`src/rtl/pattern_det_arb_pkg.sv`:
```
// Shared types and default parameters for the pattern detector arbiter.
package pattern_det_arb_pkg;

  typedef enum logic [1:0] {
    IDLE   = 2'd0,
    FLUSH  = 2'd1,
    STREAM = 2'd2,
    DRAIN  = 2'd3
  } state_t;

  localparam int DEF_NUM_REQ   = 4;
  localparam int DEF_BURST_LEN = 16;
  localparam int DEF_DET_LAT   = 1;
  localparam int DEF_CNT_W     = 16;

endpackage

```
`src/rtl/pattern_det_arb_rr.sv`:
```
// Combinational round-robin pick: ptr names the highest-priority index, priority wraps upward.
module rr_arbiter #(
  parameter int N = 4,
  parameter int W = $clog2(N)
) (
  input  logic [N-1:0] req,
  input  logic [W-1:0] ptr,
  output logic [N-1:0] gnt
);

  logic [W-1:0] idx;

  // Walk from lowest to highest priority so the last hit is the winner.
  always_comb begin
    gnt = '0;
    idx = '0;
    for (int i = N - 1; i >= 0; i--) begin
      idx = W'((int'(ptr) + i) % N);
      if (req[idx]) begin
        gnt = N'(1) << idx;
      end
    end
  end

endmodule

```
`src/rtl/pattern_det_arb.sv`:
```
// Shares one serial pattern detector among NUM_REQ requesters in round-robin bursts.
// Define PATTERN_DET_ARB_CNT_CLR_EN to add cnt_clr_i (clears the counter chosen by cnt_sel_i).
module pattern_det_arb
  import pattern_det_arb_pkg::*;
#(
  parameter int NUM_REQ   = DEF_NUM_REQ,
  parameter int BURST_LEN = DEF_BURST_LEN,
  parameter int DET_LAT   = DEF_DET_LAT,
  parameter int CNT_W     = DEF_CNT_W
) (
  input  logic                       clk,
  input  logic                       rst,
  input  logic [NUM_REQ-1:0]         req_i,
  input  logic [NUM_REQ-1:0]         d_i,
  input  logic [NUM_REQ-1:0]         valid_i,
  output logic [NUM_REQ-1:0]         gnt_o,
  output logic                       det_rst_o,
  output logic                       det_d_o,
  output logic                       det_valid_o,
  input  logic                       det_pattern_i,
  input  logic [$clog2(NUM_REQ)-1:0] cnt_sel_i,
`ifdef PATTERN_DET_ARB_CNT_CLR_EN
  input  logic                       cnt_clr_i,
`endif
  output logic [CNT_W-1:0]           cnt_o,
  output logic                       busy_o,
  output state_t                     state_o
);

  localparam int SEL_W  = $clog2(NUM_REQ);
  localparam int BEAT_W = $clog2(BURST_LEN + 1);
  localparam int LAT_W  = $clog2(DET_LAT + 1);

  state_t             state_q;
  logic [NUM_REQ-1:0] win;
  logic [SEL_W-1:0]   win_idx;
  logic [SEL_W-1:0]   ptr_q;
  logic [SEL_W-1:0]   owner_q;
  logic [BEAT_W-1:0]  beat_q;
  logic [LAT_W-1:0]   lat_q;
  logic [CNT_W-1:0]   cnt_q [NUM_REQ];
  logic               stream;
  logic               beat;
  logic               stream_end;
  logic               cnt_en;

  rr_arbiter #(.N(NUM_REQ), .W(SEL_W)) u_arb (
    .req (req_i),
    .ptr (ptr_q),
    .gnt (win)
  );

  always_comb begin
    win_idx = '0;
    for (int i = 0; i < NUM_REQ; i++) begin
      if (win[i]) win_idx = SEL_W'(i);
    end
  end

  // Detector link: a beat transfers on every STREAM cycle where the owner's valid
  // is high; there is no backpressure, so det_valid_o is a pure forwarded strobe.
  assign stream      = (state_q == STREAM);
  assign det_d_o     = stream & d_i[owner_q];
  assign det_valid_o = stream & valid_i[owner_q];
  assign beat        = det_valid_o;
  assign stream_end  = (beat && beat_q == BEAT_W'(BURST_LEN - 1)) || !req_i[owner_q];
  assign cnt_en      = det_pattern_i && (state_q == STREAM || state_q == DRAIN);
  assign busy_o      = (state_q != IDLE);
  assign state_o     = state_q;
  assign cnt_o       = cnt_q[cnt_sel_i];

  always_ff @(posedge clk or posedge rst) begin
    if (rst) begin
      state_q   <= IDLE;
      gnt_o     <= '0;
      det_rst_o <= 1'b1;
      ptr_q     <= '0;
      owner_q   <= '0;
      beat_q    <= '0;
      lat_q     <= '0;
    end else begin
      case (state_q)
        IDLE: begin
          det_rst_o <= |req_i;
          if (|req_i) begin
            state_q <= FLUSH;
            gnt_o   <= win;
            owner_q <= win_idx;
            ptr_q   <= (win_idx == SEL_W'(NUM_REQ - 1)) ? '0 : win_idx + 1'b1;
          end
        end
        FLUSH: begin
          state_q   <= STREAM;
          det_rst_o <= 1'b0;
          beat_q    <= '0;
        end
        STREAM: begin
          if (beat) beat_q <= beat_q + 1'b1;
          if (stream_end) begin
            state_q <= DRAIN;
            lat_q   <= '0;
          end
        end
        DRAIN: begin
          if (lat_q == LAT_W'(DET_LAT - 1)) begin
            state_q <= IDLE;
            gnt_o   <= '0;
          end else begin
            lat_q <= lat_q + 1'b1;
          end
        end
        default: state_q <= IDLE;
      endcase
    end
  end

  // Matches late by up to DET_LAT cycles still belong to the owner, hence DRAIN counts too.
  always_ff @(posedge clk or posedge rst) begin
    if (rst) begin
      for (int i = 0; i < NUM_REQ; i++) cnt_q[i] <= '0;
    end else begin
      if (cnt_en && cnt_q[owner_q] != {CNT_W{1'b1}}) begin
        cnt_q[owner_q] <= cnt_q[owner_q] + 1'b1;
      end
`ifdef PATTERN_DET_ARB_CNT_CLR_EN
      if (cnt_clr_i) cnt_q[cnt_sel_i] <= '0;
`endif
    end
  end

endmodule

```
`config.mk`:
```
export PLATFORM = sky130hd
export DESIGN_NAME = pattern_det_arb
export DESIGN_NICKNAME = d
export VERILOG_FILES = /design/src/rtl/pattern_det_arb_pkg.sv /design/src/rtl/pattern_det_arb_rr.sv /design/src/rtl/pattern_det_arb.sv
export SDC_FILE = /design/constraint.sdc
export NUM_CORES = 1
export LEC_CHECK = 0
export CORE_ASPECT_RATIO = 0.7
export CORE_MARGIN = 1.5
export CORE_UTILIZATION = 43
export DETAILED_ROUTE_END_ITERATION = 12
export PLACE_DENSITY_LB_ADDON = 0.05
export SYNTH_ARGS = -nofsm -noshare
export SYNTH_HDL_FRONTEND = slang
export SYNTH_SLANG_ARGS = --single-unit
```
`constraint.sdc`:
```
create_clock -name clk -period 3 [get_ports clk]
set_clock_uncertainty 0.2 [all_clocks]
set_input_delay 0.75 -clock clk [delete_from_list [all_inputs] [get_ports clk]]
set_output_delay 0.75 -clock clk [all_outputs]
set_load 0.03 [all_outputs]
```
## After elaboration in Yosys (flattened, before gate mapping)

Index checks and enable logic that the tools add are counted.

| word-level totals | value |
|---|---|
| bits in registers | 81 |
| latch bits | 0 |
| memory bits (writable) | 0 |
| memory bits (read-only) | 0 |
| bits of input ports | 17 |
| output and inout bits | 26 |
| memories kept | 0 |

| cells by class | value |
|---|---|
| $add $sub $neg | 7 |
| multiply operators | 0 |
| divide/modulo/power cells | 0 |
| $lt $le $gt $ge | 8 |
| equality and inequality tests | 10 |
| shift operators | 4 |
| muxes and demuxes | 44 |
| bitwise logic cells | 4 |
| reductions and logical operators | 19 |

Operators by type and width:

| kind | number |
|---|---|
| 2-to-1 mux 16 bit | 5 |
| binary-select mux 16 bit (select 2 bit) | 2 |
| bitwise mux 64 bit | 1 |
| demux 16 bit (select 2 bit) | 1 |
| 2-to-1 mux 4 bit | 6 |
| adder 16 x 1 -> 16 bit (second input constant) | 1 |
| inequality test 16 bit (second input constant) | 1 |
| << shifter 1 x 2 -> 4 bit (first input constant) | 4 |
| less-than comparator 2 x 3 -> 1 bit (second input constant) | 5 |
| binary-select mux 1 bit (select 2 bit) | 7 |
| 2-to-1 mux 2 bit | 6 |
| 2-to-1 mux 1 bit | 10 |
| case mux 5 bit (2 select lines) | 1 |
| nonzero test 2 bit | 5 |
| case mux 2 bit (4 select lines) | 1 |
| case mux 4 bit (2 select lines) | 1 |
| == test 2 bit (second input constant) | 3 |
| greater-or-equal comparator 3 bit (second input constant) | 2 |
| NOT 2 -> 3 bit | 2 |
| AND reduction 2 bit | 3 |
| AND reduction 3 bit | 2 |
| adder 5 x 1 -> 5 bit (second input constant) | 1 |
| == test 5 x 4 -> 1 bit (second input constant) | 1 |
| 2-to-1 mux 5 bit | 1 |
| other kinds (14) | 24 |

## Logic depth before layout (Yosys ltp)

| depth | value |
|---|---|
| depth in word-level cells | 12 |
| mapped depth | 10 |
| depth with buffers taken out | 8 |

## By module

Synthesis repeated with hierarchy kept, for this count alone.

| second synthesis, totals | value |
|---|---|
| cell total of the unflattened synthesis | 364 |
| area total of the unflattened synthesis | 4919.7 µm² |

By module, submodules not included:

| module | times used | cells an instance | area an instance (µm²) |
|---|---|---|---|
| pattern_det_arb | 1 | 317 | 4506.8 |
| rr_arbiter | 1 | 47 | 412.9 |

## Worst setup path before layout

Ideal clock, no wire load.

| path | value |
|---|---|
| kind | input to output |
| start | input cnt_sel_i[0] |
| end | output cnt_o[10] |
| arrival time | 2351 ps |
| data required time | 2050 ps |
| slack | -301 ps |
| cell stages on the path | 3 |
| buffers on the path | 2 |
| path through | clkbuf_1 > buf_1 > mux4_2 |

| between the ends | value |
|---|---|
| cells in the longest elaborated chain, start to end | 4 |

Ends and longest elaborated chain:

| element | RTL line | RTL |
|---|---|---|
| start: declaration | pattern_det_arb.sv:21 | `input logic [$clog2(NUM_REQ)-1:0] cnt_sel_i,` |
| NOT 2 -> 3 bit (implied by the code) | pattern_det_arb.sv:70 | `assign cnt_o = cnt_q[cnt_sel_i];` |
| binary-select mux 16 bit (select 2 bit) | pattern_det_arb.sv:70 |  |
| 2-to-1 mux 16 bit (implied by the code) (2 in a row) | pattern_det_arb.sv:70 |  |
| end: declaration | pattern_det_arb.sv:25 | `output logic [CNT_W-1:0] cnt_o,` |

Every way passes these cells. The select of a mux whose other input is x is not followed.

## Worst setup path after layout

| path | value |
|---|---|
| start | input cnt_sel_i[0] |
| end | output cnt_o[14] |

Same word-level chain as after synthesis.

==> results by group <==
Status
  – Status: finished with violations
  – Failing checks: design-rule violations

Timing
  – Max Slew Vio Count: 0
  – Rel. slew slack: 0.680
  – Final worst slack: 0.0559 ns
  – Final hold vios: 0
  – Min Tclk post-route: 2.94 ns
  – Period utilization: 0.981
  – RSZ-0062 raised after global routing: no
  – FMAX: 0.340 GHz
  – Final setup violation count: 0
  – Least-Margin Pin Slew: 0.481 ns

Place
  – IO buf count: 42
  – Hpwl dp: 7470 µm
  – GPL Wtd Cong: 0.784
  – Post-place setup slack: -0.503 ns
  – Cell total after placement: 590

Worst hold path
  – HP Class: flip-flop to flip-flop

Floorplan
  – Core ar.: 10300 µm²
  – Die Footprint: 11200 µm²
  – Row cnt: 31
  – Initial Util: 0.441
  – Die Y-Extent: 89.1 µm
  – Chip width: 126 µm
  – Top-Level Pins: 43

Setup path
  – Critical path class: input pin to output port
  – Worst setup EP type: output port
  – Crit path launch type: input pin
  – Critical path's slowest cell: mux4_2
  – CP Cell Sequence: clkdlybuf4s15_2 -> buf_12 -> buf_4 -> mux4_2 -> buf_4
  – Max Fanout on Critical Path: 6
  – Crit path top cell by count: buf_4
  – WP data arrival: 1.99 ns
  – CP required: 2.05 ns
  – Slowest cell delay on critical path: 0.53 ns

Clock network
  – CTS buffer count: 9
  – CTS tree: yes
  – Root Driver: clkbuf_16
  – Worst-Skew Late Latency: 0.34 ns
  – Post-CTS Hold Buffers: 0
  – Longest Clk Path Bufs: 2
  – CTS Sinks: 80
  – Register clock-pin slew on the reported worst setup and hold paths: 0.06 ns
  – H-Tree Depth: 3

Cells and area
  – Ant. Diodes: 0
  – Non-Filler Instances: 610
  – Nets: 504
  – Fill cells: 907
  – Fraction of layout cells with a size suffix above 1: 0.264
  – Area grow syn2layout: 25.0%

Logic synthesis
  – Cells after synthesis: 407
  – Syn nets: 437
  – Yosys reg bits: 80
  – Netlist cell types: 49
  – Seq/Total Area, Yosys: 0.440
  – Prevailing post-synth register cell: dfrtp_1
  – Synthesized area: 4550 µm²
  – EDFF count, synth: 0
  – Synth top cells by count: dfrtp_1 (79), nor2_1 (54), a21oi_1 (50)
  – Synth Warn #: 0
  – Top-count cell post-synth: dfrtp_1
  – Leading area contributor after synthesis: dfrtp_1
  – Top post-synthesis cells by area: dfrtp_1 (43%), mux4_2 (19%), a21oi_1 (5.5%)
  – Yosys top cell area share: 0.434
  – Async set-or-reset flop fraction in the synthesized netlist: 1.00
  – Syn avg cell area: 11.2 µm²

Power and ir drop
  – Pleak: 2.38 nW
  – Power per Cell Area: 1250 nW/µm²
  – Worst VDD drop: 0.507 mV
  – Total power: 7.10 mW

Route
  – Drt wl/cell: 17.7 µm
  – Pre-antenna DRT Iters: 10
  – DRT iter0 DRCs: 193
  – Routed via count: 3335
  – Final wirelength: 10800 µm
  – DRC viols: 1
  – Post-route ant nets: 0
  – Vias per cell: 5.47

GRT
  – Vias in the first global route: 3238
  – First-pass GRT wire length: 17600 µm
  – Gr usage total: 0.210
  – Remaining Overflow, GRT: 0
  – Initial antenna violation count: 0
  – Largest net degree at the start of global routing: 81

Run
  – Max Cap Violations: 0
## area by class of cell
| cell class | count | area (µm²) | area share |
|---|---|---|---|
| well taps | 132 | 165 | 0.0290 |
| multi-input cells | 290 | 2380 | 0.418 |
| clock inverters | 3 | 90.1 | 0.0158 |
| inverters | 14 | 56.3 | 0.00989 |
| clock buffers | 12 | 246 | 0.0433 |
| flip-flops and latches | 80 | 2000 | 0.352 |
| repair buffers | 79 | 748 | 0.131 |
## what timing repair did
item                                    CTS  global route
endpoints found under the setup margin   18            16
gates cloned                              1             1
resized for setup                        55             3
setup buffers                             3             0
pin swaps                                 0             1
## routing by layer
metal / GRT usage / vias to the layer above / part of all wire
met1: 0.316 / 1657 / 0.52
met5: 0 / - / 0
met2: 0.292 / 62 / 0.43
met3: 0.0569 / 12 / 0.040
met4: 0.0711 / 0 / 0.012
li1: - / 1604 / -
## power breakdown
| group | switching (mW) | internal, mW |
|---|---|---|
| registers | 0.435 | 1.60 |
| logic | 2.09 | 1.72 |
| clock network | 0.431 | 0.832 |
## path summary, 6_finish.rpt
kind,depth (start not counted),from,to,slack [ns]
max reg2reg,9,owner_q[0],cnt_q[13],0.23
max in group asynchronous,3,rst,cnt_q[35],1.58
max,5,cnt_sel_i[0],cnt_o[14],0.06
min in group asynchronous,3,rst,beat_q[0],0.68
min reg2reg,2,cnt_q[36],cnt_q[36],0.30
min,2,cnt_q[36],cnt_q[36],0.30
## sequential cells by signal (all words and copies together) (netlist names)
signal and flops:
det_rst_o 1, ptr_q 2, cnt_q 64, gnt_o 4, owner_q 2, state_o 2
beat_q 5
## layout by cell type, fill, tap and decap left out, types with 5 or more instances in the layout
master,count
dfrtp_1,79
clkdlybuf4s15_2,5
xnor2_1,9
ha_1,13
o21ai_0,18
nor2_1,54
clkbuf_16,10
nand3_1,7
a21oi_1,50
buf_4,36
inv_1,13
xor2_1,7
nand2_1,33
mux4_2,39
clkdlybuf4s50_1,22
nand2b_1,6
buf_2,8
mux2_2,5
## kinds of logic (layout without fill, tap and decap cells)
group / count (synthesis) / in the layout / synth area share
flops: 80 / 80 / 0.440
compound gates: 94 / 94 / 0.118
simple gates: 122 / 122 / 0.129
xor+xnor: 17 / 17 / 0.0327
buf+inv: 37 / 108 / 0.0385
mux: 44 / 44 / 0.205
fa+ha+maj: 13 / 13 / 0.0357
## worst max-delay path, delay by kind of cell
family,cells,cell delay (ns)
buffers and inverters,4,0.71
muxes,1,0.53
## metrics by stage
| step | cell area (µm²) | hold WS [ns] | utilization | setup TNS [ns] |
|---|---|---|---|---|
| detailed placement | 5290 | 0.291 | 0.513 | -7.16 |
| floorplan | 4560 | 0.262 | - | 0 |
| CTS | 5650 | 0.304 | 0.548 | 0 |
| global placement | 5290 | 0.280 | 0.513 | -6.95 |
| finish | 5690 | 0.304 | 0.552 | 0 |
| global route | 5690 | 0.314 | 0.552 | 0 |
No activity file was read; power rests on OpenSTA's default activity.
